File: config.mk
export PLATFORM = sky130hd
export DESIGN_NAME = cpu_run_ctrl
export DESIGN_NICKNAME = d
export VERILOG_FILES = /design/src/rtl/cpu_run_ctrl.sv
export SDC_FILE = /design/constraint.sdc
export NUM_CORES = 1
export LEC_CHECK = 0
export CAP_MARGIN = 15
export CORE_AREA = 2 2 109 111
export DETAILED_ROUTE_END_ITERATION = 10
export DIE_AREA = 0 0 111 113
export GPL_ROUTABILITY_DRIVEN = 0
export HOLD_SLACK_MARGIN = 0.1
export PLACE_DENSITY = 0.86
export SYNTH_ARGS = -nofsm -noshare
export SYNTH_HDL_FRONTEND = slang
export SYNTH_SLANG_ARGS = --single-unit
File: constraint.sdc
create_clock -name clk -period 4.7 [get_ports clk]
set_input_delay 0.94 -clock clk [delete_from_list [all_inputs] [get_ports clk]]
set_output_delay 0.94 -clock clk [all_outputs]
set_load 0.01 [all_outputs]
File: src/rtl/cpu_run_ctrl.sv
// Run controller between board I/O and the cpu core: synchronizes and debounces
// the buttons, sequences reset-hold/halt/step/run via cpu_en, and captures GPIO_out.
module cpu_run_ctrl #(
    parameter int SW_W            = 18,
    parameter int DEBOUNCE_CYCLES = 16,
    parameter int RESET_CYCLES    = 4
) (
    input  logic            clk,
    input  logic            rst,
    input  logic [SW_W-1:0] sw_raw,
    input  logic            key_step_raw,
    input  logic            key_run_raw,
    input  logic            key_rst_raw,
    input  logic [31:0]     cpu_gpio_out,
    output logic            cpu_rst_n,
    output logic            cpu_en,
    output logic [31:0]     gpio_in,
    output logic [31:0]     disp_out,
    output logic            disp_valid,
    output logic [1:0]      run_state,
    output logic [31:0]     instr_count
);

    localparam int DB_W   = $clog2(DEBOUNCE_CYCLES + 1);
    localparam int HOLD_W = $clog2(RESET_CYCLES + 1);

    // Key vector bit order: 0 = step, 1 = run, 2 = core reset.
    localparam int K_STEP = 0;
    localparam int K_RUN  = 1;
    localparam int K_RST  = 2;

    typedef enum logic [1:0] {
        RST_HOLD = 2'd0,
        HALT     = 2'd1,
        STEP     = 2'd2,
        RUN      = 2'd3
    } state_e;

    logic [SW_W-1:0]   sw_s1_q, sw_s2_q;
    logic [2:0]        key_s1_q, key_s2_q;
    logic [2:0]        key_db_q, key_db_prev_q;
    logic [DB_W-1:0]   db_cnt_q [3];
    logic [2:0]        key_evt;

    state_e            state_q;
    logic [HOLD_W-1:0] hold_cnt_q;
    logic [31:0]       instr_cnt_q;

    logic              en_dly_q;
    logic [31:0]       disp_q;
    logic              disp_vld_q;

    logic [2:0]        key_raw;

    assign key_raw = {key_rst_raw, key_run_raw, key_step_raw};

    always_ff @(posedge clk) begin
        if (rst) begin
            sw_s1_q  <= '0;
            sw_s2_q  <= '0;
            key_s1_q <= '0;
            key_s2_q <= '0;
        end else begin
            sw_s1_q  <= sw_raw;
            sw_s2_q  <= sw_s1_q;
            key_s1_q <= key_raw;
            key_s2_q <= key_s1_q;
        end
    end

    // A pending level change must stay stable for DEBOUNCE_CYCLES samples;
    // any return to the current debounced level discards the progress.
    always_ff @(posedge clk) begin
        if (rst) begin
            key_db_q      <= '0;
            key_db_prev_q <= '0;
            for (int k = 0; k < 3; k++) begin
                db_cnt_q[k] <= '0;
            end
        end else begin
            key_db_prev_q <= key_db_q;
            for (int k = 0; k < 3; k++) begin
                if (key_s2_q[k] == key_db_q[k]) begin
                    db_cnt_q[k] <= '0;
                end else if (db_cnt_q[k] == DB_W'(DEBOUNCE_CYCLES - 1)) begin
                    key_db_q[k] <= key_s2_q[k];
                    db_cnt_q[k] <= '0;
                end else begin
                    db_cnt_q[k] <= db_cnt_q[k] + DB_W'(1);
                end
            end
        end
    end

    assign key_evt = key_db_q & ~key_db_prev_q;

    always_ff @(posedge clk) begin
        if (rst) begin
            state_q     <= RST_HOLD;
            hold_cnt_q  <= '0;
            instr_cnt_q <= '0;
        end else if (key_evt[K_RST]) begin
            state_q     <= RST_HOLD;
            hold_cnt_q  <= '0;
            instr_cnt_q <= '0;
        end else begin
            case (state_q)
                RST_HOLD: begin
                    instr_cnt_q <= '0;
                    if (hold_cnt_q == HOLD_W'(RESET_CYCLES - 1)) begin
                        hold_cnt_q <= '0;
                        state_q    <= HALT;
                    end else begin
                        hold_cnt_q <= hold_cnt_q + HOLD_W'(1);
                    end
                end
                HALT: begin
                    if (key_evt[K_RUN]) begin
                        state_q <= RUN;
                    end else if (key_evt[K_STEP]) begin
                        state_q <= STEP;
                    end
                end
                STEP: begin
                    instr_cnt_q <= instr_cnt_q + 32'd1;
                    state_q     <= HALT;
                end
                RUN: begin
                    instr_cnt_q <= instr_cnt_q + 32'd1;
                    if (key_evt[K_RUN]) begin
                        state_q <= HALT;
                    end
                end
                default: begin
                    state_q    <= RST_HOLD;
                    hold_cnt_q <= '0;
                end
            endcase
        end
    end

    assign cpu_rst_n   = (state_q != RST_HOLD);
    assign cpu_en      = (state_q == STEP) || (state_q == RUN);
    assign run_state   = state_q;
    assign instr_count = instr_cnt_q;
    assign gpio_in     = 32'(sw_s2_q);

    // The core's GPIO_out settles after the edge that ends an enabled cycle,
    // so it is sampled one edge later; this also lets the last capture finish
    // after cpu_en has already dropped.
    always_ff @(posedge clk) begin
        if (rst) begin
            en_dly_q   <= 1'b0;
            disp_q     <= '0;
            disp_vld_q <= 1'b0;
        end else begin
            en_dly_q <= cpu_en;
            if (en_dly_q && (cpu_gpio_out != disp_q)) begin
                disp_q     <= cpu_gpio_out;
                disp_vld_q <= 1'b1;
            end else begin
                disp_vld_q <= 1'b0;
            end
        end
    end

    assign disp_out   = disp_q;
    assign disp_valid = disp_vld_q;

endmodule

==> key figures <==
Min path
  – Worst Hold Launch: key_s1_q[1]$_SDFF_PP0_
  – Hold/Removal Path Class: register to register

Floorplan
  – Core region area: about 11000 µm²
  – Die height: around 110 µm
  – Boundary pin count: between 150 and 200
  – Die area: 12540 µm²
  – Row count: 39
  – Die W: 111 µm
  – Starting density of the core: between 50% and 60%

Final layout
  – N_diodes: 0
  – Area Overhead vs Synth: 36.10%
  – Final Util: 69.89%
  – Nets: 795
  – FILL cells: 823
  – Share of layout cells above drive strength 1: 6.711%

Yosys
  – Fraction of the mapped netlist area in simple logic gates: 25.16%
  – Area contributors post-synth: dfxtp_1, edfxtp_1, nand2b_1
  – Sequential share of the synthesized area: about half
  – Largest family of logic cells by synthesized area: simple AND/OR/NAND/NOR gates
  – Multiplexer share of the synthesized area: 7.739%
  – Cell taking the most area after synthesis: dfxtp_1
  – Syn_area_per_cell: ~10 µm²
  – XOR/XNOR Fraction of Synth Area: 6.507%
  – #FFs+latches synth: ~130
  – Syn Inst Count: 582
  – Post-synth top flop: dfxtp_1
  – Post-synth EDFFs: 15
  – Post-Synth Adder-Cell Area: 1.729%
  – Synth unique cells: 45
  – Synth Area in Compound Gates: 5.166%
  – Syn. warnings: 0
  – Top cell type's share of synthesized area: 41.16%
  – Ys async rst share: 0%
  – Netlist Area Pre-Place: 5788 µm²

Route
  – WL/cell: approximately 14 µm
  – Antenna viol nets, final: 0
  – Via count: 4510
  – DRC errors left: 0
  – Vias per cell: 5.079
  – Drt total wl: 12700 µm
  – Initial drt markers: 287
  – DRT Pass-1 Iters: 4

Critical path
  – CP Data Required Time: 3.76 ns
  – CP Class: register to output pin
  – Crit-path slowest cell: dfxtp_1
  – Worst setup endpoint: cpu_rst_n
  – Endpoint type of the worst setup path: output pin
  – Worst reg2reg path endpoint: instr_count[23]$_SDFFE_PP0P_
  – RR Startpoint: run_state[1]$_SDFFE_PP0P_
  – CP startpoint kind: register
  – Reg2Reg Depth: 6
  – Worst path arrival time: 2.09 ns
  – Setup slack, reg-to-reg: 2.45 ns
  – Critical path, cell by cell: nor2_1 -> inv_1 -> clkdlybuf4s50_1
  – CP max FO: 16
  – CP startpoint: run_state[1]$_SDFFE_PP0P_
  – CP peak stage delay: 0.70 ns

STA
  – Tcrit/Tclk final: roughly 65%
  – RSZ-0062 raised after global routing: false
  – Setup violators final: 0
  – Final Critical Period: 3.032 ns
  – Hold Vio Cnt, Final: 0
  – Slew Viols, Final: 0
  – Rel. slew slack: a little under a third
  – Worst Max-Slew Pin Slew: 1.030 ns
  – Setup TNS: 0 ns
  – Final worst slack: 1.669 ns
  – Hold Slack: approximately 0.43 ns
  – Clock Skews: 0.007479 ns
  – Max Fclk: 329.9 MHz

Global route
  – Gr usage total: between 20% and 30%
  – Global-route wire length before repair: 21020 µm
  – Largest net degree at the start of global routing: 118
  – Initial antenna violation count: 0
  – GR Overflow Total: 0
  – Vias in the first global route: 4478

Power
  – Internal: 2.070 mW
  – Combinational power share: 6.9%
  – P_leak: approximately 2.8 nW
  – Clock power frac: 48.3%
  – PwrDens: 339.7 nW/µm²
  – Sequential share of power: 44.8%
  – Peak supply drop: 0.0002897 V
  – Sw frac: 22.63%
  – NetSw: 605.5 µW

Clock network
  – CTS sink count: roughly 130
  – Root Driver: clkbuf_16
  – CTS H-tree depth: 4
  – Post-CTS resize count: 0
  – Post-CTS setup buffers: 0
  – Clock buffer depth: 2
  – Clock Latency Late Sink: 0.41 ns
  – # hold bufs at CTS: 0
  – CTS Buf Count: 17
  – CTS tree: done
  – Worst-path clk slew: 0.06 ns

Run status
  – Status: finished, final reports clean

Flow run
  – Max cap viols: 0

Place
  – Dpl ws: 1.456 ns
  – PortBufs: around 140
  – DP Wirelength: 9101 µm
[cells by family (layout without fill, tap and decap cells)]
kind of cell | count (synthesis) | after routing
xor+xnor | 43 | 43
simple gates | 249 | 249
compound gates | 46 | 46
mux | 44 | 44
fa+ha+maj | 8 | 8
flops | 134 | 134
other cells | 2 | 29
buf+inv | 56 | 192
[power by group through the flow]
| stage | sequential, mW | clock [mW] | combinational, mW |
|---|---|---|---|
| finish | 1.20 | 1.29 | 0.186 |
| global route | 1.20 | 1.36 | 0.204 |
| CTS | 1.20 | 1.31 | 0.187 |
| detailed placement | 1.22 | 0 | 0.185 |
| global placement | 1.22 | 0 | 0.178 |
| floorplan | 1.22 | 0 | 0.103 |
[layout by cell type, fill, tap and decap left out, types with 5 or more instances in the layout]
cell type | Yosys | layout
a21oi_1 | 21 | 21
and3_1 | 6 | 6
clkbuf_16 | 0 | 17
clkdlybuf4s50_1 | 0 | 140
conb_1 | 2 | 29
dfxtp_1 | 119 | 119
edfxtp_1 | 15 | 15
ha_1 | 8 | 8
inv_1 | 16 | 16
inv_6 | 0 | 5
mux2i_1 | 38 | 38
nand2_1 | 25 | 25
nand2b_1 | 64 | 64
nand3_1 | 16 | 16
nand4_1 | 12 | 12
nor2_1 | 39 | 39
nor2b_1 | 50 | 50
o211ai_1 | 13 | 13
or3_1 | 14 | 14
xnor2_1 | 38 | 38
xor2_1 | 5 | 5
[how the worst min path moves through the flow]
| stage | end | slack (ns) | cells after the start |
|---|---|---|---|
| after floorplan | key_s2_q[0]$_SDFF_PP0_ | 0.41 | 1 |
| after global placement | sw_s2_q[13]$_SDFF_PP0_ | 0.42 | 1 |
| after detailed placement | sw_s2_q[3]$_SDFF_PP0_ | 0.43 | 1 |
| after CTS | key_s2_q[1]$_SDFF_PP0_ | 0.44 | 1 |
| after global routing | key_s2_q[1]$_SDFF_PP0_ | 0.45 | 1 |
| final | key_s2_q[1]$_SDFF_PP0_ | 0.43 | 1 |
[layout make-up]
cell class	count	area [µm²]	share of cell area (%)
multi-input cells	419	2800	35.55
well taps	143	178.9	2.271
clock buffers	18	429.2	5.448
clock inverters	14	147.6	1.874
inverters	16	60.06	0.7624
repair buffers	144	1429	18.14
flip-flops and latches	134	2833	35.96
[metal layers]
layer / vias up / global-route usage [%] / share of wire (%)
met3: 27 / 5.088 / 4.7
met4: 0 / 10.42 / 2.9
met2: 129 / 36.24 / 51
li1: 2227 / - / -
met5: - / 0 / 0
met1: 2127 / 23.41 / 41
[cells in the mapped netlist, types with 2 or more instances]
cell       count
dfxtp_1      119
nand2b_1      64
nor2b_1       50
nor2_1        39
mux2i_1       38
xnor2_1       38
nand2_1       25
a21oi_1       21
clkbuf_1      21
inv_1         16
nand3_1       16
edfxtp_1      15
buf_4         14
or3_1         14
o211ai_1      13
nand4_1       12
ha_1           8
and3_1         6
xor2_1         5
and4_1         4
buf_2          4
mux2_2         4
nor3_1         3
o2111ai_1      3
a211oi_1       2
and2_1         2
conb_1         2
mux2_1         2
nand4_4        2
nor4_1         2
o41ai_1        2
or3_2          2
or4_1          2
[sequential cells by signal, summed over array words and instances (netlist names)]
register and cells:
run_state 2, key_s2_q 3, disp_out 32, key_db_q 3
instr_count 32, key_s1_q 3, hold_cnt_q 3, key_db_prev_q 3
en_dly_q 1, sw_s2_q 18, disp_valid 1, db_cnt_q 15
sw_s1_q 18
[worst max-delay path: cells and delay by family, from the launching register on]
kind | cells | cell delay, ns
buf+inv | 2 | 0.76
simple gates | 1 | 0.22
flops | 1 | 0.70
[metrics by stage]
step	power [mW]	instances	cell area, µm²
floorplan	1.326	609	5889
global placement	1.399	856	7301
detailed placement	1.408	856	7301
CTS	2.695	888	7878
global route	2.764	888	7878
finish	2.676	888	7878
Note: power is estimated with default switching activity, not from simulation.
